File: src/rtl/ping_pong_ram.sv
// Two-bank ping-pong buffer: the producer streams into one bank while the consumer reads the other.
// Optional drop-and-count overflow mode is enabled with `define PPB_OVERFLOW_CNT_EN.
module ping_pong_ram #(
  parameter int DATA_WIDTH = 32,
  parameter int DEPTH      = 16,
  parameter int ADDRW      = 4
) (
  input  logic                  clk,
  input  logic                  resetn,
  input  logic                  wr_valid,
  output logic                  wr_ready,
  input  logic [DATA_WIDTH-1:0] wr_data,
  output logic [ADDRW:0]        wr_fill,
  output logic                  rd_bank_valid,
  input  logic                  rd_en,
  input  logic [ADDRW-1:0]      rd_addr,
  output logic [DATA_WIDTH-1:0] rd_data,
  output logic                  rd_data_valid,
  input  logic                  rd_done
`ifdef PPB_OVERFLOW_CNT_EN
  ,output logic [15:0]          overflow_cnt
`endif
);

  localparam int                IDXW     = $clog2(2 * DEPTH);
  localparam logic [ADDRW:0]    LP_DEPTH = (ADDRW + 1)'(DEPTH);
  localparam logic [ADDRW-1:0]  LP_LAST  = ADDRW'(DEPTH - 1);
  localparam logic [IDXW-1:0]   LP_BANK1 = IDXW'(DEPTH);

  logic [DATA_WIDTH-1:0] r_mem [2*DEPTH];
  logic [1:0]            r_full;
  logic                  r_wb;
  logic                  r_rb;
  logic [ADDRW-1:0]      r_wptr;
  logic [DATA_WIDTH-1:0] r_rd_data;
  logic                  r_rd_data_valid;

  logic                  w_wr_fire;
  logic                  w_wr_last;
  logic                  w_rd_fire;
  logic                  w_release;
  logic                  w_addr_ok;
  logic [1:0]            w_full_nxt;
  logic [IDXW-1:0]       w_wr_idx;
  logic [IDXW-1:0]       w_rd_idx;

  assign w_wr_fire = wr_valid && !r_full[r_wb];
  assign w_wr_last = w_wr_fire && (r_wptr == LP_LAST);
  assign w_rd_fire = rd_en && r_full[r_rb];
  assign w_release = rd_done && r_full[r_rb];
  assign w_addr_ok = ({1'b0, rd_addr} < LP_DEPTH);

  // Bank 1 starts at word DEPTH, so non-power-of-two depths waste no storage.
  assign w_wr_idx = r_wb ? (LP_BANK1 + IDXW'(r_wptr))  : IDXW'(r_wptr);
  assign w_rd_idx = r_rb ? (LP_BANK1 + IDXW'(rd_addr)) : IDXW'(rd_addr);

  // Fill completion and release always hit different banks, so both updates apply.
  always_comb begin
    w_full_nxt = r_full;
    if (w_wr_last) w_full_nxt[r_wb] = 1'b1;
    if (w_release) w_full_nxt[r_rb] = 1'b0;
  end

  always_ff @(posedge clk or negedge resetn) begin
    if (!resetn) begin
      r_full <= 2'b00;
      r_wb   <= 1'b0;
      r_rb   <= 1'b0;
      r_wptr <= '0;
    end else begin
      r_full <= w_full_nxt;
      if (w_wr_fire) begin
        if (w_wr_last) begin
          r_wptr <= '0;
          r_wb   <= ~r_wb;
        end else begin
          r_wptr <= r_wptr + 1'b1;
        end
      end
      if (w_release) r_rb <= ~r_rb;
    end
  end

  always_ff @(posedge clk) begin
    if (w_wr_fire) r_mem[w_wr_idx] <= wr_data;
  end

  // Registered read port; a read issued with rd_done still sees the bank being released.
  always_ff @(posedge clk or negedge resetn) begin
    if (!resetn) begin
      r_rd_data       <= '0;
      r_rd_data_valid <= 1'b0;
    end else begin
      r_rd_data_valid <= w_rd_fire;
      if (w_rd_fire) r_rd_data <= w_addr_ok ? r_mem[w_rd_idx] : '0;
    end
  end

`ifdef PPB_OVERFLOW_CNT_EN
  logic [15:0] r_ovf_cnt;

  always_ff @(posedge clk or negedge resetn) begin
    if (!resetn) begin
      r_ovf_cnt <= '0;
    end else if (wr_valid && r_full[r_wb] && (r_ovf_cnt != 16'hFFFF)) begin
      r_ovf_cnt <= r_ovf_cnt + 16'd1;
    end
  end

  assign wr_ready     = 1'b1;
  assign overflow_cnt = r_ovf_cnt;
`else
  assign wr_ready = ~r_full[r_wb];
`endif

  assign wr_fill       = {1'b0, r_wptr};
  assign rd_bank_valid = r_full[r_rb];
  assign rd_data       = r_rd_data;
  assign rd_data_valid = r_rd_data_valid;

endmodule

File: config.mk
export PLATFORM = sky130hd
export DESIGN_NAME = ping_pong_ram
export DESIGN_NICKNAME = d
export VERILOG_FILES = /design/src/rtl/ping_pong_ram.sv
export SDC_FILE = /design/constraint.sdc
export NUM_CORES = 1
export LEC_CHECK = 0
export ABC_CLOCK_PERIOD_IN_PS = 4500
export CORE_ASPECT_RATIO = 0.5
export CORE_UTILIZATION = 40
export CTS_CLUSTER_DIAMETER = 120
export DETAILED_ROUTE_END_ITERATION = 16
export PLACE_DENSITY = 0.6
export REMOVE_ABC_BUFFERS = 1
export SYNTH_ARGS = -nofsm -noshare
export SYNTH_HDL_FRONTEND = slang
export SYNTH_SLANG_ARGS = --single-unit
File: constraint.sdc
create_clock -name clk -period 4.5 [get_ports clk]
set_input_delay 1.35 -clock clk [delete_from_list [all_inputs] [get_ports clk]]
set_output_delay 1.35 -clock clk [all_outputs]
set_load 0.05 [all_outputs]
==> results_dict.tcl <==
set metrics [dict create \
    outcome "completed" \
    place.port_buffers 79 \
    netSwitchingFraction_pct 27.4 \
    ant_nets 0 \
    place_congestion 0.782 \
    placedInstanceArea_sq_um 44900 \
    cts_resized 0 \
    yosys_warnings 0 \
    drive_gt1_share_pct 15.2 \
    cp_max_fo 15 \
    first_pass_iters 6 \
    antenna_found_initial 2 \
    finalNetCount 2456 \
    drt-initial-drc-count 2224 \
    drc 0 \
    stdcell_count 3854 \
    clk_pin_slew_ns 0.07 \
    grt_usage_pct 20.0 \
    seq_area_frac_synth_pct 76.7 \
    max_stage_delay_ns 0.88 \
    cts_tree "done" \
    end_kind "output port" \
    slew_viol_final 0 \
    combPwrFrac_pct 14.4 \
    area_growth_pct 16.1 \
    grt_pass1_vias 21400 \
    leakage_nw 16.7 \
    power_mw 23.8 \
    synth.avg_cell_area_sq_um 18.7 \
    finalCritPeriodShare_pct 90.1 \
    grt_pass1_wl_um 151000 \
    grt_overflow 0 \
    io_pins 81 \
    vias_per_cell 5.59 \
    cp.required_ns 3.15 \
    die_y_um 230 \
    hold_path.class "reg -> reg" \
    period_needed_ns 4.05 \
    vias 21500 \
    finalSetupViolCount 0 \
    timing.final.hold_violations 0 \
    placementRows 83 \
    stdcell_area_sq_um 48100 \
    cts-root-buf "clkbuf_16" \
    power.net_switching_mw 6.51 \
    clkLatencyLatePin_ns 0.71 \
    cts_setup_buffers 0 \
    netlist_area_sq_um 41400 \
    p_int_mw 17.3 \
    grt_max_degree 74 \
    path_cells "mux2i_1, clkdlybuf4s50_1" \
    power_frac_clock_pct 35.0 \
    netlist_instances 2215 \
    synth.distinct_cells 38 \
    dp.cells 3671 \
    post-dp-hpwl_um 63100 \
    die_x_um 457 \
    maxCapViolCount 0 \
    ctsHtreeMaxLevel 3 \
    die_area_sq_um 105000 \
    coreArea_sq_um 103000 \
    initial_utilization_pct 40.4 \
    worstPathArrival_ns 2.70 \
    numCtsBuffers 98 \
    tightest_slew_ns 1.22 \
    ir_worst_vdd_uv 326 \
    cts_sinks 1065 \
    start_kind "register" \
    fmax_mhz 247 \
    cts_buffer_depth 3 \
    routedWlPerCell_um 27.3 \
    drt-total-wl_um 105000 \
    cp_slowest_cell "clkdlybuf4s50_1" \
    fin_util_pct 46.9 \
    p_per_area_nw_per_um2 495 \
    cts_hold_buf 0 \
    seqPwrFrac_pct 50.6 \
    critical_path_class "reg -> out" \
    skew_ns 0.0246 \
    relSlewSlack_pct 18.7 \
    rsz0062_at_grt "no" \
    synth_seq_cells 1065 \
]
worst paths after layout:
path / startpoint / end / slack [ns] / cells after the start
max: r_wb$_DFFE_PN0P_ / wr_ready / 0.45 / 2
min: rd_data[11]$_DFFE_PN0P_ / rd_data[11]$_DFFE_PN0P_ / 0.54 / 2
max reg2reg: r_wb$_DFFE_PN0P_ / r_mem[2][27]$_DFFE_PP_ / 1.28 / 5
min reg2reg: rd_data[11]$_DFFE_PN0P_ / rd_data[11]$_DFFE_PN0P_ / 0.54 / 2
max in group asynchronous: resetn / rd_data[27]$_DFFE_PN0P_ / 2.96 / 2
min in group asynchronous: resetn / rd_data_valid$_DFF_PN0_ / 0.77 / 1
layout by cell type, fill, tap and decap left out, drive strengths merged, types with 8 or more instances in the layout:
master | netlist | layout
edfxtp | 1024 | 1024
mux2i | 513 | 513
buf | 64 | 157
a22oi | 128 | 128
clkbuf | 74 | 128
clkdlybuf4s50 | 0 | 77
a21oi | 65 | 65
a22o | 65 | 65
a221oi | 64 | 64
nand2 | 45 | 45
dfrtp | 41 | 41
clkinv | 0 | 35
o22ai | 32 | 32
o41ai | 32 | 32
nor2 | 31 | 31
inv | 3 | 8
layout make-up:
class / count / area [sq um]
multi-input combinational: 1009 / 9070
timing repair buffer: 234 / 2340
inverter: 3 / 11.3
antenna: 1 / 2.50
sequential: 1065 / 31800
fill: 8512 / 54500
tap: 1360 / 1700
clock buffer: 128 / 2670
clock inverter: 54 / 537
kinds of logic (layout without fill, tap and decap cells):
| group | Yosys count | after routing | share of synthesized area, % |
|---|---|---|---|
| compound gates | 390 | 390 | 7.64 |
| xor+xnor | 3 | 3 | 0.0634 |
| fa+ha+maj | 4 | 4 | 0.121 |
| buf+inv | 141 | 419 | 2.04 |
| flops | 1065 | 1065 | 76.7 |
| mux | 514 | 514 | 12.4 |
| other cells | 1 | 2 | 0.00905 |
| simple gates | 97 | 97 | 0.997 |
synth_stat cells, drive strengths merged:
| master | instances | area share [%] |
|---|---|---|
| edfxtp | 1024 | 74 |
| mux2i | 513 | 12 |
| a22oi | 128 | 2.3 |
| clkbuf | 74 | 0.77 |
| a21oi | 65 | 0.79 |
| a22o | 65 | 1.4 |
| a221oi | 64 | 1.4 |
| buf | 64 | 1.2 |
| nand2 | 45 | 0.41 |
| dfrtp | 41 | 2.5 |
| o22ai | 32 | 0.48 |
| o41ai | 32 | 1.3 |
| nor2 | 31 | 0.28 |
| ha | 4 | 0.12 |
| nand2b | 4 | 0.060 |
| nor3 | 4 | 0.048 |
| and2 | 3 | 0.045 |
| inv | 3 | 0.027 |
| nor2b | 3 | 0.045 |
| a21o | 2 | 0.036 |
| nand3 | 2 | 0.024 |
| xnor2 | 2 | 0.042 |
| a31oi | 1 | 0.015 |
| conb | 1 | 0.0091 |
| mux2 | 1 | 0.027 |
| nand3b | 1 | 0.018 |
| nand4 | 1 | 0.015 |
| o21ai | 1 | 0.012 |
| or2 | 1 | 0.015 |
| or3 | 1 | 0.015 |
| or3b | 1 | 0.021 |
| xor2 | 1 | 0.021 |
sequential cells by signal, summed over array words and instances (netlist names):
name and flops:
r_full 2, r_wb 1, rd_data 32, r_rb 1, rd_data_valid 1, r_mem 1024
r_wptr 4
per-stage QoR:
stage	hold slack, ns	setup WS (ns)	setup TNS (ns)
finish	0.535	0.446	0
floorplan	0.474	-2.26	-106.18
global route	0.556	0.355	0
detailed placement	0.529	0.490	0
global placement	0.511	0.471	0
CTS	0.544	0.410	0
critical path, delay by kind of cell, from the launching register on:
kind | cells | cell delay [ns]
muxes | 1 | 0.41
DFF | 1 | 0.71
buffers and inverters | 1 | 0.88
routing by layer:
metal	GRT usage [%]	vias up	share of wire (%)
li1	-	9431	-
met1	28.3	11300	45
met2	31.4	706	47
met3	3.35	151	5.9
met4	6.37	2	2.8
met5	0	-	0.012
power by group through the flow:
stage,clock network (mW),registers (mW),logic [mW]
detailed placement,0,12.3,3.44
global route,8.80,12.1,3.60
global placement,0,12.2,3.40
finish,8.32,12.0,3.42
CTS,8.42,12.1,3.45
floorplan,0,12.6,1.22
Power figures use the tool's default switching activity.
